File: src/rtl/id_stage_pipe.sv
// RV32 decode stage: field decode, immediate generation, bypassed register file
// read, load-use bubble insertion and the flow-controlled ID/EX pipeline register.

package id_stage_pkg;

  typedef enum logic [2:0] {
    IMM_NONE,
    IMM_I,
    IMM_S,
    IMM_B,
    IMM_U,
    IMM_J
  } imm_type_e;

  localparam logic [6:0] OP_LOAD   = 7'b0000011;
  localparam logic [6:0] OP_IMM    = 7'b0010011;
  localparam logic [6:0] OP_JALR   = 7'b1100111;
  localparam logic [6:0] OP_STORE  = 7'b0100011;
  localparam logic [6:0] OP_BRANCH = 7'b1100011;
  localparam logic [6:0] OP_LUI    = 7'b0110111;
  localparam logic [6:0] OP_AUIPC  = 7'b0010111;
  localparam logic [6:0] OP_JAL    = 7'b1101111;
  localparam logic [6:0] OP_REG    = 7'b0110011;

  function automatic imm_type_e imm_type_of(input logic [6:0] op);
    case (op)
      OP_LOAD, OP_IMM, OP_JALR: return IMM_I;
      OP_STORE:                 return IMM_S;
      OP_BRANCH:                return IMM_B;
      OP_LUI, OP_AUIPC:         return IMM_U;
      OP_JAL:                   return IMM_J;
      default:                  return IMM_NONE;
    endcase
  endfunction

  function automatic logic uses_rs1(input logic [6:0] op);
    return !(op inside {OP_LUI, OP_AUIPC, OP_JAL});
  endfunction

  function automatic logic uses_rs2(input logic [6:0] op);
    return op inside {OP_REG, OP_STORE, OP_BRANCH};
  endfunction

endpackage

module id_stage_pipe
  import id_stage_pkg::*;
#(
  parameter int XLEN = 32,
  parameter int NREG = 32,
  parameter int PC_W = 32
) (
  input  logic            clk,
  input  logic            rst,
  input  logic            if_valid,
  input  logic [31:0]     if_inst,
  input  logic [PC_W-1:0] if_pc,
  output logic            id_ready,
  input  logic            ex_ready,
  input  logic            flush,
  input  logic            wb_we,
  input  logic [4:0]      wb_rd,
  input  logic [XLEN-1:0] wb_wd,
  output logic            idex_valid,
  output logic [PC_W-1:0] idex_pc,
  output logic [XLEN-1:0] idex_rd1,
  output logic [XLEN-1:0] idex_rd2,
  output logic [XLEN-1:0] idex_imm,
  output logic [4:0]      idex_rs1,
  output logic [4:0]      idex_rs2,
  output logic [4:0]      idex_rd,
  output logic [6:0]      idex_opcode,
  output logic [2:0]      idex_funct3,
  output logic [6:0]      idex_funct7,
  output logic            hazard_stall
);

  localparam int AW = $clog2(NREG);

  typedef struct packed {
    logic            valid;
    logic [PC_W-1:0] pc;
    logic [XLEN-1:0] rd1;
    logic [XLEN-1:0] rd2;
    logic [XLEN-1:0] imm;
    logic [4:0]      rs1;
    logic [4:0]      rs2;
    logic [4:0]      rd;
    logic [6:0]      opcode;
    logic [2:0]      funct3;
    logic [6:0]      funct7;
  } idex_t;

  logic [6:0]      opcode;
  logic [4:0]      rd;
  logic [4:0]      rs1;
  logic [4:0]      rs2;
  logic [2:0]      funct3;
  logic [6:0]      funct7;
  imm_type_e       imm_type;
  logic [XLEN-1:0] imm;
  logic [XLEN-1:0] rd1;
  logic [XLEN-1:0] rd2;
  logic            hold;
  idex_t           idex_q;
  idex_t           idex_d;

  assign opcode   = if_inst[6:0];
  assign rd       = if_inst[11:7];
  assign funct3   = if_inst[14:12];
  assign rs1      = if_inst[19:15];
  assign rs2      = if_inst[24:20];
  assign funct7   = if_inst[31:25];
  assign imm_type = imm_type_of(opcode);

  // Each immediate is assembled at its natural width and sign-extended by the cast.
  // NOTE: every always_comb output gets a default first so no path can infer a latch.
  always_comb begin
    imm = '0;
    case (imm_type)
      IMM_I:   imm = XLEN'($signed(if_inst[31:20]));
      IMM_S:   imm = XLEN'($signed({if_inst[31:25], if_inst[11:7]}));
      IMM_B:   imm = XLEN'($signed({if_inst[31], if_inst[7], if_inst[30:25],
                                    if_inst[11:8], 1'b0}));
      IMM_U:   imm = XLEN'($signed({if_inst[31:12], 12'b0}));
      IMM_J:   imm = XLEN'($signed({if_inst[31], if_inst[19:12], if_inst[20],
                                    if_inst[30:21], 1'b0}));
      default: imm = '0;
    endcase
  end

  // ---------------------------------------------------------------------------
  // Register file. x0 and indices beyond NREG are hard-wired to zero.
  // ---------------------------------------------------------------------------
  logic [XLEN-1:0] regs [NREG];

  function automatic logic idx_ok(input logic [4:0] idx);
    return (idx != 5'd0) && (32'(idx) < NREG);
  endfunction

  // NOTE: the register array is deliberately left out of reset; only pipeline
  // state is cleared, so the array maps onto plain storage without a reset net.
  always_ff @(posedge clk) begin
    if (wb_we && idx_ok(wb_rd)) regs[wb_rd[AW-1:0]] <= wb_wd;
  end

  // Write-first bypass lets a write-back and a dependent decode share a cycle.
  always_comb begin
    rd1 = '0;
    if (idx_ok(rs1)) begin
      if (wb_we && wb_rd == rs1) rd1 = wb_wd;
      else                       rd1 = regs[rs1[AW-1:0]];
    end
  end

  always_comb begin
    rd2 = '0;
    if (idx_ok(rs2)) begin
      if (wb_we && wb_rd == rs2) rd2 = wb_wd;
      else                       rd2 = regs[rs2[AW-1:0]];
    end
  end

  // ---------------------------------------------------------------------------
  // Hazard detection and flow control
  // ---------------------------------------------------------------------------
  // A load still in ID/EX cannot forward its data to the instruction behind it.
  assign hazard_stall = idex_q.valid && (idex_q.opcode == OP_LOAD) &&
                        (idex_q.rd != 5'd0) && if_valid &&
                        ((uses_rs1(opcode) && rs1 == idex_q.rd) ||
                         (uses_rs2(opcode) && rs2 == idex_q.rd));

  assign hold     = idex_q.valid && !ex_ready;
  assign id_ready = !hold && !hazard_stall && !flush;

  always_comb begin
    idex_d        = '0;
    idex_d.valid  = 1'b1;
    idex_d.pc     = if_pc;
    idex_d.rd1    = rd1;
    idex_d.rd2    = rd2;
    idex_d.imm    = imm;
    idex_d.rs1    = rs1;
    idex_d.rs2    = rs2;
    idex_d.rd     = rd;
    idex_d.opcode = opcode;
    idex_d.funct3 = funct3;
    idex_d.funct7 = funct7;
  end

  // ---------------------------------------------------------------------------
  // ID/EX register. Flush beats hold so a redirect kills a stalled entry.
  // ---------------------------------------------------------------------------
  // NOTE: sequential state uses non-blocking assignments so every register
  // samples pre-edge values regardless of statement order.
  always_ff @(posedge clk) begin
    if (rst) begin
      idex_q <= '0;
    end else if (flush) begin
      idex_q.valid <= 1'b0;
    end else if (hold) begin
      idex_q <= idex_q;
    end else if (hazard_stall) begin
      idex_q.valid <= 1'b0;
    end else if (if_valid) begin
      idex_q <= idex_d;
    end else begin
      idex_q.valid <= 1'b0;
    end
  end

  assign idex_valid  = idex_q.valid;
  assign idex_pc     = idex_q.pc;
  assign idex_rd1    = idex_q.rd1;
  assign idex_rd2    = idex_q.rd2;
  assign idex_imm    = idex_q.imm;
  assign idex_rs1    = idex_q.rs1;
  assign idex_rs2    = idex_q.rs2;
  assign idex_rd     = idex_q.rd;
  assign idex_opcode = idex_q.opcode;
  assign idex_funct3 = idex_q.funct3;
  assign idex_funct7 = idex_q.funct7;

endmodule
File: config.mk
export PLATFORM = sky130hd
export DESIGN_NAME = id_stage_pipe
export DESIGN_NICKNAME = d
export VERILOG_FILES = /design/src/rtl/id_stage_pipe.sv
export SDC_FILE = /design/constraint.sdc
export NUM_CORES = 2
export LEC_CHECK = 0
export ABC_AREA = 1
export CORE_AREA = 2 2 412 414
export DETAILED_ROUTE_END_ITERATION = 8
export DIE_AREA = 0 0 414 416
export PLACE_DENSITY = 0.53
export SLEW_MARGIN = 5
export SYNTH_ARGS = -nofsm -noshare
export SYNTH_HDL_FRONTEND = slang
export SYNTH_SLANG_ARGS = --single-unit
File: constraint.sdc
create_clock -name clk -period 4.5 [get_ports clk]
set_input_delay 0.675 -clock clk [delete_from_list [all_inputs] [get_ports clk]]
set_output_delay 0.675 -clock clk [all_outputs]
set_load 0.005 [all_outputs]
==> flow_metrics.py <==
metrics = {
    "cts": {
        "cts_root_buffer": "clkbuf_16",
        "cts_hold_buffers": 0,
        "clkSlewWorstSetupHoldPaths_ns": 0.06,
        "cts.sink_count": 1185,
        "cts_setup_buffers": 0,
        "cts_resized": 0,
        "worstSkewPairLatency_ns": 0.79,
        "h-tree-depth": 4,
        "cts_buffers": 141,
        "cts_tree": "yes",
        "cts_buffer_depth": 3,
    },
    "floorplanning": {
        "dieArea_um2": 172200,
        "initial_core_util": 0.3473,
        "die_h_um": 416,
        "core_um2": 168100,
        "die_w_um": 414,
        "rows": 151,
        "num_io_pins": 270,
    },
    "run": {
        "max_cap_violations": 0,
    },
    "pwr": {
        "power.density_nw_per_um2": 385.1,
        "seq_power_share": 0.464,
        "peakVddDrop_uv": 406.2,
        "comb_power_share": 0.108,
        "switching_share": 0.2610,
        "power.internal_mw": 19.52,
        "power_frac_clock": 0.428,
        "p_switching_mw": 6.894,
        "leakage_nw": 25.54,
    },
    "critical_path": {
        "cp-start-kind": "input pin",
        "required_ns": 3.83,
        "endpoint_kind": "primary output",
        "rrSetupSlack_ns": 1.72,
        "worstPathArrival_ns": 2.89,
        "crit_path_max_fanout": 12,
        "crit_type": "input pin to primary output",
        "reg2regPathDepth": 11,
    },
    "final_layout": {
        "multi_input_area_um2": 21230,
        "drive_above_1_share": 0.07176,
        "regArea_um2": 33970,
        "fillers": 16494,
        "finalNetCount": 6915,
        "area_growth_pct": 17.43,
        "finalNonFillerCells": 9152,
    },
    "routing": {
        "drtAntennaViolNets": 0,
        "drt-total-wl_mm": 233.4,
        "wl_per_cell_um": 25.50,
        "drt-initial-drc-count": 6831,
        "drc": 3,
        "viasPerCell": 5.606,
        "dr_total_vias": 51304,
        "firstDrtPassIters": 9,
    },
    "global_route": {
        "grt_pass1_wl_mm": 333.7,
        "antenna_found_initial": 13,
        "grt_max_degree": 233,
        "grt_use_total": 0.2628,
        "gr-total-overflow": 0,
        "grt_pass1_vias": 47596,
    },
    "place": {
        "portBuffers": 269,
        "dp.cells": 8883,
        "place_ws_ns": 0.6373,
        "place_congestion": 0.8536,
        "dp_hpwl_mm": 133.6,
    },
    "sta": {
        "period_minus_slack_ns": 3.563,
        "worstMarginPinSlew_ns": 1.250,
        "setup_tns_ns": 0,
        "period_share": 0.7919,
        "setup_slack_ns": 0.9367,
        "fin_skew_ns": 0.02860,
        "finalSetupViolations": 0,
        "relSlewSlack": 0.1667,
        "max_clock_freq_mhz": 280.6,
        "slew_violations": 0,
        "rsz0062_at_grt": "false",
        "hold_viol": 0,
    },
    "synthesis": {
        "synthSimpleGateAreaFrac": 0.2458,
        "syn_avg_cell_area_um2": 8.772,
        "ys_warn_count": 0,
        "synthMuxAreaShare": 0,
        "synth_top_family_by_area": "simple AND/OR/NAND/NOR gates",
        "syn_inst": 6657,
        "syn_area_um2": 58400,
        "ys_ff_latch": 1185,
        "yosysUniqueCellTypes": 31,
        "yosys.area_share.adder": 0,
        "synthXorXnorAreaFrac": 0.0007499,
        "seq_area_frac_synth": 0.5817,
        "synth-compound-area-share": 0.1101,
    },
    "status": {
        "violations": "design-rule violations",
        "status": "finished, violations left",
    },
    "hold_path": {
        "hp-class": "input pin to flip-flop",
        "hold_depth": 2,
    },
}
==> per-stage QoR <==
stage / hold slack (ns) / util / cell area [um2] / power, mW
global placement: 0.4285 / 0.3811 / 64080 / 15.28
finish: 0.3587 / 0.4078 / 68580 / 26.41
global route: 0.3733 / 0.4078 / 68570 / 27.20
floorplan: 0.4390 / - / 58510 / 13.98
CTS: 0.3344 / 0.4077 / 68560 / 26.50
detailed placement: 0.4338 / 0.3811 / 64080 / 15.30
==> placed cells by master, fill, tap and decap left out, types with 4 or more instances in the layout <==
cell,count
nand2_1,2201
inv_6,8
clkinvlp_4,4
nand4_1,64
or2_0,8
bufinv_16,8
buf_4,167
xor2_1,4
or2_2,36
inv_2,7
nor2_4,31
conb_1,32
o21ai_0,203
clkinv_1,19
nor3_1,8
clkdlybuf4s50_1,258
clkbuf_8,9
nor3_2,7
o21ai_1,6
o21bai_1,45
inv_1,372
buf_8,4
nand3_1,806
clkbuf_1,51
nor2_1,297
a21oi_1,594
buf_12,35
dfxtp_1,161
edfxtp_1,1024
o22ai_1,4
diode_2,8
o211ai_1,268
clkbuf_16,143
clkinv_2,15
==> state kept, by name, summed over array words and instances, names as in the netlist <==
signal	count
idex_pc	32
idex_funct3	3
regs	1024
idex_opcode	7
idex_rs1	5
idex_rd2	32
idex_rs2	5
idex_imm	32
idex_funct7	7
idex_rd	5
idex_rd1	32
idex_valid	1
==> cells in the mapped netlist, drive strengths merged <==
cell,instances,share of area
nand2,2204,0.14
inv,383,0.025
nor2,328,0.021
clkbuf,220,0.014
nor3,15,0.0013
o21bai,45,0.0058
dfxtp,161,0.055
xor2,4,0.00060
conb,1,0.000064
o211ai,268,0.034
nand3,809,0.070
o2111ai,3,0.00045
edfxtp,1024,0.53
a21oi,596,0.051
buf,272,0.023
o22ai,4,0.00043
or2,44,0.0047
xnor2,1,0.00015
nand4,64,0.0069
clkinv,2,0.00013
o21ai,209,0.018
==> layout make-up <==
cell class	count	share of cell area
Sequential cell	1185	0.4954
Multi-Input combinational cell	4626	0.3096
Timing Repair Buffer	469	0.06767
Clock buffer	203	0.05678
Tap cell	2218	0.04047
Inverter	385	0.02138
Clock inverter	58	0.008448
Antenna cell	8	0.0002919
==> power by group through the flow <==
| stage | Sequential, mW | Clock (mW) | Combinational, mW |
|---|---|---|---|
| 6_report | 12.3 | 11.3 | 2.85 |
| 5_1_grt | 12.3 | 11.8 | 3.07 |
| 4_1_cts | 12.3 | 11.4 | 2.81 |
| 3_5_place_dp | 12.5 | 0 | 2.81 |
| 3_3_place_gp | 12.5 | 0 | 2.79 |
| 2_1_floorplan | 12.5 | 0 | 1.52 |
==> cells by family after synthesis <==
family,after synthesis
xor+xnor,5
simple gates,3464
flops,1185
buf+inv,877
compound gates,1125
other cells,1
==> final timing paths <==
check                                start           end
worst max-delay path            if_inst[1]      id_ready
worst min-delay path                   rst   idex_imm[5]
worst max register to register  idex_rd[2]  idex_rd1[12]
worst min register to register  idex_pc[3]    idex_pc[3]
==> worst max-delay path, stage by stage <==
cell,delay [ns]
clkdlybuf4s50_1,0.54
nand2_1,0.09
nor2_1,0.16
nand3_1,0.10
buf_4,0.19
nand2_4,0.13
inv_2,0.05
nand2_1,0.06
nand2_1,0.06
nand2_2,0.09
inv_1,0.06
nor3_1,0.14
clkdlybuf4s50_1,0.53
==> per-layer routing <==
metal	vias to the layer above	global-route usage	wire, um
met4	4	0.1031	8803
met2	2998	0.4073	103600
met3	457	0.04444	24010
met5	-	0	22
li1	23021	-	-
met1	24824	0.3666	96910
(Power assumes the default switching activity.)
